<file path="config.mk">
export PLATFORM = sky130hd
export DESIGN_NAME = iter_muldiv_tile
export DESIGN_NICKNAME = d
export VERILOG_FILES = /design/src/rtl/tile_csr_pkg.sv /design/src/rtl/muldiv_iter_dp.sv /design/src/rtl/iter_muldiv_tile.sv
export SDC_FILE = /design/constraint.sdc
export NUM_CORES = 1
export LEC_CHECK = 0
export ABC_AREA = 0
export CAP_MARGIN = 20
export CORE_MARGIN = 1
export CORE_UTILIZATION = 52
export CTS_BUF_LIST = sky130_fd_sc_hd__clkbuf_4
export DETAILED_ROUTE_END_ITERATION = 8
export GPL_TIMING_DRIVEN = 0
export PLACE_DENSITY = 0.83
export SYNTH_ARGS = -nofsm -noshare
export SYNTH_HDL_FRONTEND = slang
export SYNTH_SLANG_ARGS = --single-unit
</file>
<file path="constraint.sdc">
create_clock -name clk -period 4.35 [get_ports clk]
set_input_delay 0.87 -clock clk [delete_from_list [all_inputs] [get_ports clk]]
set_output_delay 0.87 -clock clk [all_outputs]
set_load 0.03 [all_outputs]
</file>
<file path="src/rtl/tile_csr_pkg.sv">
// Shared CSR layout, opcode and FSM types
// for the iterative multiply/divide tile.
package tile_csr_pkg;

    localparam int START_BIT  = 15;
    localparam int ABORT_BIT  = 14;
    localparam int OP_LSB     = 0;
    localparam int OP_MSB     = 3;

    localparam int ST_DONE    = 0;
    localparam int ST_DIV0    = 1;
    localparam int ST_ILLEGAL = 2;
    localparam int ST_ABORTED = 3;
    localparam int ST_BUSY    = 4;
    localparam int ST_OP_LSB  = 5;
    localparam int ST_CNT_LSB = 8;

    localparam logic [3:0] F_NONE    = 4'b0000;
    localparam logic [3:0] F_DONE    = 4'b0001;
    localparam logic [3:0] F_DIV0    = 4'b0010;
    localparam logic [3:0] F_ILLEGAL = 4'b0100;
    localparam logic [3:0] F_ABORTED = 4'b1000;

    typedef enum logic [3:0] {
        OP_DIVU = 4'd0,
        OP_REMU = 4'd1,
        OP_MULL = 4'd2,
        OP_MULH = 4'd3
    } op_e;

    typedef enum logic [1:0] {
        IDLE   = 2'd0,
        RUN    = 2'd1,
        FINISH = 2'd2
    } state_e;

    // Status word: {counter, op[2:0], busy, event flags}
    function automatic logic [15:0] pack_status(
        input logic [7:0] cnt,
        input logic [2:0] op,
        input logic       busy,
        input logic [3:0] flags
    );
        return {cnt, op, busy, flags};
    endfunction

endpackage

</file>
<file path="src/rtl/muldiv_iter_dp.sv">
// Operand/partial registers and one
// restoring-divide or shift-add step.
module muldiv_iter_dp
    import tile_csr_pkg::*;
#(
    parameter int W = 32
) (
    input  logic         clk,
    input  logic         arst_n,
    input  logic         i_load,
    input  logic         i_step,
    input  logic         i_mul,
    input  logic [W-1:0] i_a,
    input  logic [W-1:0] i_b,
    output logic [W-1:0] o_acc,
    output logic [W-1:0] o_sh
);

    // acc: remainder or product high word
    // sh : quotient or product low word
    logic [W-1:0] r_acc;
    logic [W-1:0] r_sh;
    logic [W-1:0] r_opnd;
    logic         r_mul;

    logic [W:0]   w_trial;
    logic [W:0]   w_sum;

    assign w_trial = {r_acc, r_sh[W-1]} - {1'b0, r_opnd};
    assign w_sum   = {1'b0, r_acc}
                   + (r_sh[0] ? {1'b0, r_opnd} : '0);

    // Load operands, then one iteration per step
    always_ff @(posedge clk or negedge arst_n) begin
        if (!arst_n) begin
            r_acc  <= '0;
            r_sh   <= '0;
            r_opnd <= '0;
            r_mul  <= 1'b0;
        end else if (i_load) begin
            r_acc  <= '0;
            r_sh   <= i_mul ? i_b : i_a;
            r_opnd <= i_mul ? i_a : i_b;
            r_mul  <= i_mul;
        end else if (i_step) begin
            if (r_mul) begin
                r_acc <= w_sum[W:1];
                r_sh  <= {w_sum[0], r_sh[W-1:1]};
            end else if (!w_trial[W]) begin
                r_acc <= w_trial[W-1:0];
                r_sh  <= {r_sh[W-2:0], 1'b1};
            end else begin
                r_acc <= {r_acc[W-2:0], r_sh[W-1]};
                r_sh  <= {r_sh[W-2:0], 1'b0};
            end
        end
    end

    assign o_acc = r_acc;
    assign o_sh  = r_sh;

endmodule

</file>
<file path="src/rtl/iter_muldiv_tile.sv">
// CSR-driven iterative multiply/divide tile:
// command FSM, counters and status strobes.
module iter_muldiv_tile
    import tile_csr_pkg::*;
#(
    parameter int REG_WIDTH     = 32,
    parameter int CSR_IN_WIDTH  = 16,
    parameter int CSR_OUT_WIDTH = 16
) (
    input  logic                     clk,
    input  logic                     arst_n,
    input  logic [CSR_IN_WIDTH-1:0]  csr_in,
    input  logic [REG_WIDTH-1:0]     data_reg_a,
    input  logic [REG_WIDTH-1:0]     data_reg_b,
    output logic                     csr_in_re,
    output logic [CSR_OUT_WIDTH-1:0] csr_out,
    output logic                     csr_out_we,
    output logic [REG_WIDTH-1:0]     data_reg_c
);

    localparam int CW = $clog2(REG_WIDTH);

    state_e                   r_state;
    logic [CW-1:0]            r_cnt;
    logic [7:0]               r_done_cnt;
    logic [3:0]               r_op;
    logic                     r_ill;
    logic                     r_div0;
    logic                     r_re;
    logic                     r_we;
    logic [CSR_OUT_WIDTH-1:0] r_csr_out;
    logic [REG_WIDTH-1:0]     r_c;

    logic                     w_start;
    logic                     w_abort;
    logic [3:0]               w_op;
    logic                     w_op_ill;
    logic                     w_op_div0;
    logic                     w_load;
    logic                     w_step;
    logic [REG_WIDTH-1:0]     w_acc;
    logic [REG_WIDTH-1:0]     w_sh;
    logic [7:0]               w_cnt_nx;
    logic                     w_unused;

    assign w_start   = csr_in[START_BIT];
    assign w_abort   = csr_in[ABORT_BIT];
    assign w_op      = csr_in[OP_MSB:OP_LSB];
    assign w_op_ill  = (w_op > OP_MULH);
    assign w_op_div0 = (w_op <= OP_REMU)
                     && (data_reg_b == '0);
    assign w_load    = (r_state == IDLE) && w_start;
    assign w_step    = (r_state == RUN) && !w_abort;
    assign w_cnt_nx  = r_done_cnt + 8'd1;
    assign w_unused  = ^csr_in[ABORT_BIT-1:OP_MSB+1];

    muldiv_iter_dp #(.W(REG_WIDTH)) u_dp (
        .clk    (clk),
        .arst_n (arst_n),
        .i_load (w_load),
        .i_step (w_step),
        .i_mul  (w_op[1]),
        .i_a    (data_reg_a),
        .i_b    (data_reg_b),
        .o_acc  (w_acc),
        .o_sh   (w_sh)
    );

    // Command FSM with registered strobes/result
    always_ff @(posedge clk or negedge arst_n) begin
        if (!arst_n) begin
            r_state    <= IDLE;
            r_cnt      <= '0;
            r_done_cnt <= '0;
            r_op       <= '0;
            r_ill      <= 1'b0;
            r_div0     <= 1'b0;
            r_re       <= 1'b0;
            r_we       <= 1'b0;
            r_csr_out  <= '0;
            r_c        <= '0;
        end else begin
            r_re <= 1'b0;
            r_we <= 1'b0;
            unique case (r_state)
                IDLE: begin
                    if (w_start) begin
                        r_op      <= w_op;
                        r_ill     <= w_op_ill;
                        r_div0    <= w_op_div0;
                        r_cnt     <= '0;
                        r_re      <= 1'b1;
                        r_we      <= 1'b1;
                        r_csr_out <= CSR_OUT_WIDTH'(pack_status(
                            r_done_cnt, w_op[2:0], 1'b1, F_NONE));
                        r_state   <= (w_op_ill || w_op_div0)
                                   ? FINISH : RUN;
                    end
                end
                RUN: begin
                    if (w_abort) begin
                        r_we      <= 1'b1;
                        r_csr_out <= CSR_OUT_WIDTH'(pack_status(
                            r_done_cnt, r_op[2:0], 1'b0, F_ABORTED));
                        r_state   <= IDLE;
                    end else begin
                        r_cnt <= r_cnt + 1'b1;
                        if (r_cnt == CW'(REG_WIDTH - 1)) begin
                            r_state <= FINISH;
                        end
                    end
                end
                FINISH: begin
                    r_we       <= 1'b1;
                    r_done_cnt <= w_cnt_nx;
                    r_state    <= IDLE;
                    if (r_ill) begin
                        r_csr_out <= CSR_OUT_WIDTH'(pack_status(
                            w_cnt_nx, r_op[2:0], 1'b0, F_ILLEGAL));
                    end else if (r_div0) begin
                        r_csr_out <= CSR_OUT_WIDTH'(pack_status(
                            w_cnt_nx, r_op[2:0], 1'b0, F_DIV0));
                        r_c <= (r_op == OP_REMU) ? w_sh : '1;
                    end else begin
                        r_csr_out <= CSR_OUT_WIDTH'(pack_status(
                            w_cnt_nx, r_op[2:0], 1'b0, F_DONE));
                        unique case (r_op[1:0])
                            2'd0: r_c <= w_sh;
                            2'd1: r_c <= w_acc;
                            2'd2: r_c <= w_sh;
                            2'd3: r_c <= w_acc;
                        endcase
                    end
                end
                default: r_state <= IDLE;
            endcase
        end
    end

    assign csr_in_re  = r_re;
    assign csr_out_we = r_we;
    assign csr_out    = r_csr_out;
    assign data_reg_c = r_c;

endmodule

</file>
==> reports/qor.csv <==
metric;value;unit
run_status;complete, no violations;
setup_crit_start_kind;register;
fp-row-count;58;
vias_per_cell;6.36;
floorplan.die.height;162;um
data_arrival_at_the_endpoint_of_the_critical_path;4.64;ns
core_region_area;25100;um2
clock-skew-final;0.0428;ns
synth.top_cells.by_area;dfrtp_1 (31%), mux2i_1 (9.5%), o21ai_0 (6.8%);
synthCells;1594;
cts_root_buf;clkbuf_4;
end_kind;register;
synth-seq-cells;167;
routed_wire_length_per_instance;21.3;um
max-slew-margin-rel;0.213;
timing.final.crit_share;0.949;
ios;132;
synth_top_area_cell;dfrtp_1;
combined_area_of_the_multi_input_logic_cells;8460;um2
grt_start_max_net_pins;123;
clk-insertion-delay-late;0.64;ns
routed_wirelength;44.2;mm
cts_max_path_buffers;2;
timing_hold_violations_final;0;
achievable-frequency;0.242;GHz
synthToLayoutAreaGrowth;14.7;%
finalWeightedCongestion;0.960;
number_of_library_cell_types_mapped_by_synthesis;85;
max_cap_viol_count;0;
yosys-top-cells-count;nand2_1 (217), o21ai_0 (180), dfrtp_1 (167);
antenna_violating_nets_post_route;0;
timing.critical_path.required;4.87;ns
number_of_enable_flip_flop_cells_after_synthesis;0;
worst_hold_path_type;in2async;
post_synth_instance_area;13300;um2
ys_warn_count;0;
cts.clk_slew.worst_paths;0.17;ns
post_synth.cell_area_avg;8.33;um2
wire_length_of_the_first_global_routing_pass;68.0;mm
antenna_found_initial;2;
netlist.area_leader.share;0.315;
cts-buffers-inserted;17;
fraction_of_layout_cells_with_a_size_suffix_above_1;0.0607;
finished_layout_cells;2079;
cts_h_tree_depth;4;
synth_sequential_area_ratio;0.315;
globalRouteTotalUtil;0.336;
power.density;592;nW/um2
place_inst;2044;
die_width;162;um
rsz0062_at_grt;no;
port_buffers;119;
die_area;26200;um2
postSynth.topFlopCell;dfrtp_1;
drc;0;
first_iter_violations;1454;
vias;13200;
cp_max_fo;10;
whs;0.106;ns
number_of_global_route_vias_before_repair;12200;
postSynth.asyncResetShare;1.00;
overflow;0;
cellLeakagePower;6.79;nW
slew_viol_final;0;
initial_utilization;0.529;
number_of_filler_cells_placed_in_the_layout;2227;
synth_fp_nets;1749;
timing_worst_setup_path_type;reg2reg;
ff_latch_area;4180;um2
setup_viol;0;
synth.most_common_cell;nand2_1;
detailed_place_hpwl;34.5;mm
finalNetCount;1888;
power.ir.vdd_worst;0.398;mV
clkSinkCount;167;
period_needed;4.13;ns
drt_first_pass_iters;6;
clock_tree_from_tritoncts;done;
least_margin_pin_slew;1.17;ns
## layout make-up
type	instances	share of cell area
repair buffers	121	0.0806
plain buffers	100	0.0277
inverters	58	0.0143
diodes	3	0.000493
well taps	330	0.0271
multi-input cells	1268	0.555
flip-flops and latches	167	0.274
clock inverters	15	0.0121
clock buffers	17	0.00837
## path summary, 6_finish.rpt
path	cells after the start	from	end	slack, ns
max	14	u_dp.o_sh[0]	u_dp.o_acc[27]	0.22
min	1	arst_n	r_cnt[1]	0.11
max reg2reg	14	u_dp.o_sh[0]	u_dp.o_acc[27]	0.22
min reg2reg	2	data_reg_c[1]	data_reg_c[1]	0.51
max in group asynchronous	2	arst_n	u_dp.o_acc[1]	3.31
min in group clk	2	data_reg_c[1]	data_reg_c[1]	0.51
## per-layer routing
layer	vias up	part of all wire	global-route usage
li1	6098	-	-
met1	6350	0.43	0.461
met2	664	0.44	0.517
met3	119	0.089	0.0610
met4	0	0.043	0.146
met5	-	0	0
## cells by family after synthesis
| group | synth area share |
|---|---|
| XOR/XNOR | 0.0350 |
| AND/OR/NAND/NOR | 0.167 |
| flip-flops | 0.315 |
| AO/OA/AOI/OAI | 0.243 |
| buffers and inverters | 0.0483 |
| adder cells (fa/ha/maj) | 0.0699 |
| multiplexers | 0.122 |
## critical path, stage by stage (launching register included)
cell      delay (ns)
dfrtp_1         0.66
clkbuf_2        0.36
and2_1          0.17
ha_1            0.20
inv_1           0.07
fa_1            0.38
nand2b_1        0.22
a21oi_1         0.30
o2111a_1        0.29
nor3_1          0.14
a211o_1         0.36
a21oi_2         0.26
a31oi_1         0.14
xnor2_1         0.16
a221o_1         0.31
## layout by cell type, fill, tap and decap left out, types with 6 or more instances in the layout
cell type,count
xnor2_1,33
o311ai_0,7
o21bai_1,14
clkbuf_1,73
o221ai_1,6
ha_1,71
nor3_1,28
nand3_1,18
nor4_1,10
nand2_1,217
mux2_2,32
o21ai_0,180
o21a_1,13
inv_1,58
xor2_1,17
a22oi_1,23
o22ai_1,34
o21ai_1,12
a31oi_1,11
mux2i_1,126
o211ai_1,37
dfrtp_1,167
and3_1,15
nor2b_1,10
nand2b_1,18
buf_2,12
and2_1,34
clkbuf_4,17
nor2_1,86
clkdlybuf4s50_1,118
a211oi_1,10
a21o_1,24
nand4_1,11
buf_1,10
a21oi_1,76
## report_power, final
group          total (mW)  switching (mW)  internal (mW)
sequential           2.73           0.634           2.09
combinational        5.27            3.16           2.11
clock                1.03           0.707          0.320
## flip-flops by register name, indices dropped and copies added, names as in the netlist, 2 cells and up
| signal | flops |
|---|---|
| r_op | 4 |
| u_dp.o_acc | 32 |
| u_dp.r_opnd | 32 |
| data_reg_c | 32 |
| r_cnt | 5 |
| csr_out | 16 |
| u_dp.o_sh | 32 |
| r_state | 2 |
| r_done_cnt | 8 |
## through the flow
stage                     total power, mW  worst slack (ns)  instance area [um2]  setup TNS (ns)  utilization
after floorplan                      6.24              1.05                13300               0            -
after CTS                            8.92             0.136                15200               0        0.607
after detailed placement             7.89            0.0293                14900               0        0.594
after global routing                 9.63            0.0607                15200               0        0.607
final                                9.02             0.223                15200               0        0.607
after global placement               7.74             -4.42                14900         -735.18        0.593
## repair_timing
action	CTS	global route
resized for setup	1	0
setup endpoints to repair	1	3
hold buffers	0	0
setup buffers	0	0
endpoints found under the hold margin	0	0
Power figures use the tool's default switching activity.
==> patch 1 (same flow settings) <==
Add an input register stage for `csr_in`, `data_reg_a` and `data_reg_b`; this delays them by one clock.
--- a/src/rtl/iter_muldiv_tile.sv
+++ b/src/rtl/iter_muldiv_tile.sv
@@ -21,2 +21,12 @@
     localparam int CW = $clog2(REG_WIDTH);
+
+    logic [CSR_IN_WIDTH-1:0] csr_q;
+    logic [REG_WIDTH-1:0] data_reg_a_q;
+    logic [REG_WIDTH-1:0] data_reg_b_q;
+
+    always_ff @(posedge clk) begin
+        csr_q        <= csr_in;
+        data_reg_a_q <= data_reg_a;
+        data_reg_b_q <= data_reg_b;
+    end
 
@@ -45,8 +55,8 @@
 
-    assign w_start   = csr_in[START_BIT];
-    assign w_abort   = csr_in[ABORT_BIT];
-    assign w_op      = csr_in[OP_MSB:OP_LSB];
+    assign w_start   = csr_q[START_BIT];
+    assign w_abort   = csr_q[ABORT_BIT];
+    assign w_op      = csr_q[OP_MSB:OP_LSB];
     assign w_op_ill  = (w_op > OP_MULH);
     assign w_op_div0 = (w_op <= OP_REMU)
-                     && (data_reg_b == '0);
+                     && (data_reg_b_q == '0);
     assign w_load    = (r_state == IDLE) && w_start;
@@ -54,3 +64,3 @@
     assign w_cnt_nx  = r_done_cnt + 8'd1;
-    assign w_unused  = ^csr_in[ABORT_BIT-1:OP_MSB+1];
+    assign w_unused  = ^csr_q[ABORT_BIT-1:OP_MSB+1];
 
@@ -62,4 +72,4 @@
         .i_mul  (w_op[1]),
-        .i_a    (data_reg_a),
-        .i_b    (data_reg_b),
+        .i_a    (data_reg_a_q),
+        .i_b    (data_reg_b_q),
         .o_acc  (w_acc),
Check against the original RTL: not equivalent (Yosys sat finds a counterexample within 4 cycles, from zero or initial values and one cycle with arst_n low).
==> patch 1 against the original RTL <==
Setup slack got worse by 0.12 ns; via count decreased by 0.16%; total power increased by 14%; sequential cell count increased by 70; combinational power decreased by 6.3%; routed wire length decreased by 1.3%; final area increased by 9.0%; synthesized area increased by 6.5%; largest cell class unchanged.
==> patch 1: results (changes against the original RTL) <==
metric,value,unit,change
cts_buffer_depth,3,,+1
place_ws,0.290,ns,+0.261 ns
synth_fp_nets,1735,,-0.80%
syn_avg_cell_area,8.95,sq um,+7.4%
grt_max_degree,90,,-27%
h-tree-depth,2,,-2
final_cells,2155,,+3.7%
cts_buffers,58,,+41
dp.cells,2043,,-0.049%
postSynth.asyncResetShare,70.5,%,-30 points
drt-initial-drc-count,1238,,-15%
wirelength,43700,um,-1.3%
ys_warn_count,0,,unchanged
synthXorXnorAreaFrac,3.72,%,+0.21 points
slowest_stage,a2111oi_2,,
synth_common_cells,"nand2_1 (208), o21ai_0 (174), dfrtp_1 (167), mux2i_1 (114), a21oi_1 (88)",,
timing.rr.start,u_dp.o_sh[31]$_DFFE_PN0P_,,
slew_headroom,41.4,%,+20 points
placed_cell_area,15800,sq um,+6.0%
vdd_drop_max,0.000359,V,-9.6%
antenna_found_initial,1,,-1
grt_pass1_wl,69000,um,+1.6%
dr.pass1.iters,6,,unchanged
synthTopCellsByArea,"dfrtp_1 (30%), dfxtp_1 (9.9%), mux2i_1 (8.1%)",,
synthMuxAreaShare,10.8,%,-1.4 points
p_leak,7.26,nW,+6.9%
grt_pass1_vias,12900,,+5.5%
io_buffer_count,121,,+1.7%
hpwl,33200,um,-3.7%
critPathArrivalTime,4.81,ns,+0.17 ns
cts_resized,0,,-1
grt_usage,31.4,%,-2.2 points
nFillCells,2180,,-2.1%
path_max_fanout,10,,unchanged
drive_gt1_share,8.60,%,+2.5 points
synth-adder-area-share,6.56,%,-0.43 points
clock_latency,0.72,ns,+0.08 ns
via_per_inst,6.13,,-3.7%
status,finished clean,,
cp_slowest_stage_delay,0.46,ns,-0.20 ns
fin_nets,1918,,+1.6%
synth_compound_area_share,21.4,%,-2.9 points
clk_pin_slew,0.07,ns,-0.10 ns
fin_worst_skew,0.0432,ns,+0.000409 ns
ys_types,75,,-12%
## patch 1: metal layers
| layer | up-vias | GRT usage (%) | routed length, um |
|---|---|---|---|
| met5 | - | 0 | 0 |
| met4 | 0 | 15.1 | 1960 |
| met3 | 127 | 5.61 | 4050 |
| met2 | 656 | 50.0 | 20000 |
| met1 | 6317 | 41.4 | 17600 |
| li1 | 6110 | - | - |
## patch 1: cells by family (layout without fill, tap and decap cells)
family / count (synthesis) / count (layout)
AO/OA/AOI/OAI: 483 / 483
AND/OR/NAND/NOR: 429 / 429
flip-flops: 237 / 237
buffers and inverters: 151 / 384
multiplexers: 147 / 147
adder cells (fa/ha/maj): 73 / 73
XOR/XNOR: 60 / 60
other: 0 / 1
## patch 1: area by class of cell
class / count / area [sq um] / area share, %
buffer: 91 / 363 / 2.18
inverter: 60 / 225 / 1.36
tap: 341 / 427 / 2.57
clock inverter: 16 / 73.8 / 0.444
multi-input combinational: 1192 / 7980 / 48.0
clock buffer: 94 / 706 / 4.25
timing repair buffer: 123 / 1260 / 7.56
antenna: 1 / 2.50 / 0.0151
sequential: 237 / 5580 / 33.6
## patch 1: final timing paths
path,endpoint,slack [ns],cells after the start
min in group clk,r_op[3]$_DFFE_PN0P_,0.44,2
min reg2reg,r_op[3]$_DFFE_PN0P_,0.44,2
min,csr_out[0]$_DFFE_PN0P_,0.14,1
max in group asynchronous,u_dp.r_opnd[14]$_DFFE_PN0P_,3.32,2
max,u_dp.o_acc[30]$_DFFE_PN0P_,0.10,13
max reg2reg,u_dp.o_acc[30]$_DFFE_PN0P_,0.10,13
## patch 1: where the power goes
part	internal [mW]	switching, mW
clock	0.981	0.936
combinational	1.95	2.99
sequential	2.78	0.691
==> patch 2 (same flow settings) <==
Without the edit above. The package constant `ABORT_BIT` goes from 14 to 15.
--- a/src/rtl/tile_csr_pkg.sv
+++ b/src/rtl/tile_csr_pkg.sv
@@ -5,3 +5,3 @@
     localparam int START_BIT  = 15;
-    localparam int ABORT_BIT  = 14;
+    localparam int ABORT_BIT  = 15;
     localparam int OP_LSB     = 0;
Function: changed (Yosys sat finds a counterexample within 4 cycles, from zero or initial values and one cycle with arst_n low).
==> patch 2 against the original RTL <==
Total power shrank 17%; synthesized area shrank 7.0%; routed wire length shrank 6.7%; setup slack gained 0.077 ns; sequential cell count is the same; clock power shrank 8%; via count shrank 6.6%; sequential share of layout area grew 1.9 points; final area shrank 6.5%; critical endpoint unchanged.
==> patch 2: results (changes against the original RTL) <==
metric,value,unit,change
io_buffer_count,118,,-0.84%
wl_met1,16900,um,-11%
hpwl,31800,um,-7.6%
wl_met3,4330,um,+9.4%
fin_ws,0.300,ns,+0.0773 ns
grtUsageMet3,8.39,%,+2.3 points
place_ws,0.235,ns,+0.205 ns
p_sw_share,47.6,%,-2.2 points
synth_fp_nets,1608,,-8.1%
grt_pass1_vias,11900,,-2.7%
grt_usage,34.4,%,+0.79 points
synth_compound_area_share,22.7,%,-1.6 points
whs,0.157,ns,+0.0505 ns
multi_input_gates,1139,,-10%
inv_count,63,,+8.6%
dp.cells,1892,,-7.4%
synth_common_cells,"dfrtp_1 (167), nand2_1 (158), o21ai_0 (121), a21oi_1 (120), nor2_1 (78)",,
synthTopCellsByArea,"dfrtp_1 (34%), ha_1 (7.1%), mux2i_1 (5.8%)",,
wl_met2,18200,um,-6.7%
buf_share,10.9,%,+0.044 points
grtUsageMet1,44.8,%,-1.3 points
clock_latency,0.62,ns,-0.02 ns
p_total,7.51,mW,-17%
fin_nets,1745,,-7.6%
synthXorXnorAreaFrac,3.69,%,+0.18 points
via_per_inst,6.42,,+0.90%
grt_pass1_wl,64300,um,-5.3%
status,finished clean,,
synthCells,1454,,-8.8%
dr_total_vias,12400,,-6.6%
critPathArrivalTime,4.60,ns,-0.04 ns
nFillCells,2066,,-7.2%
drt-initial-drc-count,1318,,-9.4%
drive_gt1_share,6.80,%,+0.72 points
cts_resized,0,,-1
multiInputGateArea,7590,sq um,-10%
nNonClkBuffers,203,,-8.1%
pwr-share-seq,33.5,%,+3.3 points
grt_use_met2,53.5,%,+1.8 points
synthMuxAreaShare,11.0,%,-1.2 points
slew_headroom,31.7,%,+10 points
## patch 2: changes by cell type after synthesis, sizes merged, moves of 9 or more
cell	before	now
nand3	19	56
a21oi	79	120
a22oi	23	14
buf	25	16
nand2	217	159
o22ai	34	67
mux2i	126	71
nor3	29	15
o21bai	14	4
o21ai	193	132
o211ai	38	16
mux2	32	58
## patch 2: critical path, stage by stage, from the launching register on
cell and delay [ns]:
dfrtp_1 0.64, clkbuf_1 0.40, and2_1 0.20, ha_1 0.17
inv_1 0.06, fa_1 0.38, nor2b_1 0.21, o31a_1 0.24
a2bb2oi_1 0.42, a21bo_2 0.26, a31oi_1 0.18, o21ai_0 0.24
xnor2_1 0.09, a221o_1 0.37, a31oi_1 0.14
## patch 2: through the flow
| stage | cell area [sq um] | utilization [%] |
|---|---|---|
| after floorplan | 12300 | - |
| after global placement | 13900 | 59.5 |
| after detailed placement | 14000 | 59.7 |
| after CTS | 14200 | 60.9 |
| after global routing | 14200 | 60.9 |
| final | 14200 | 60.9 |
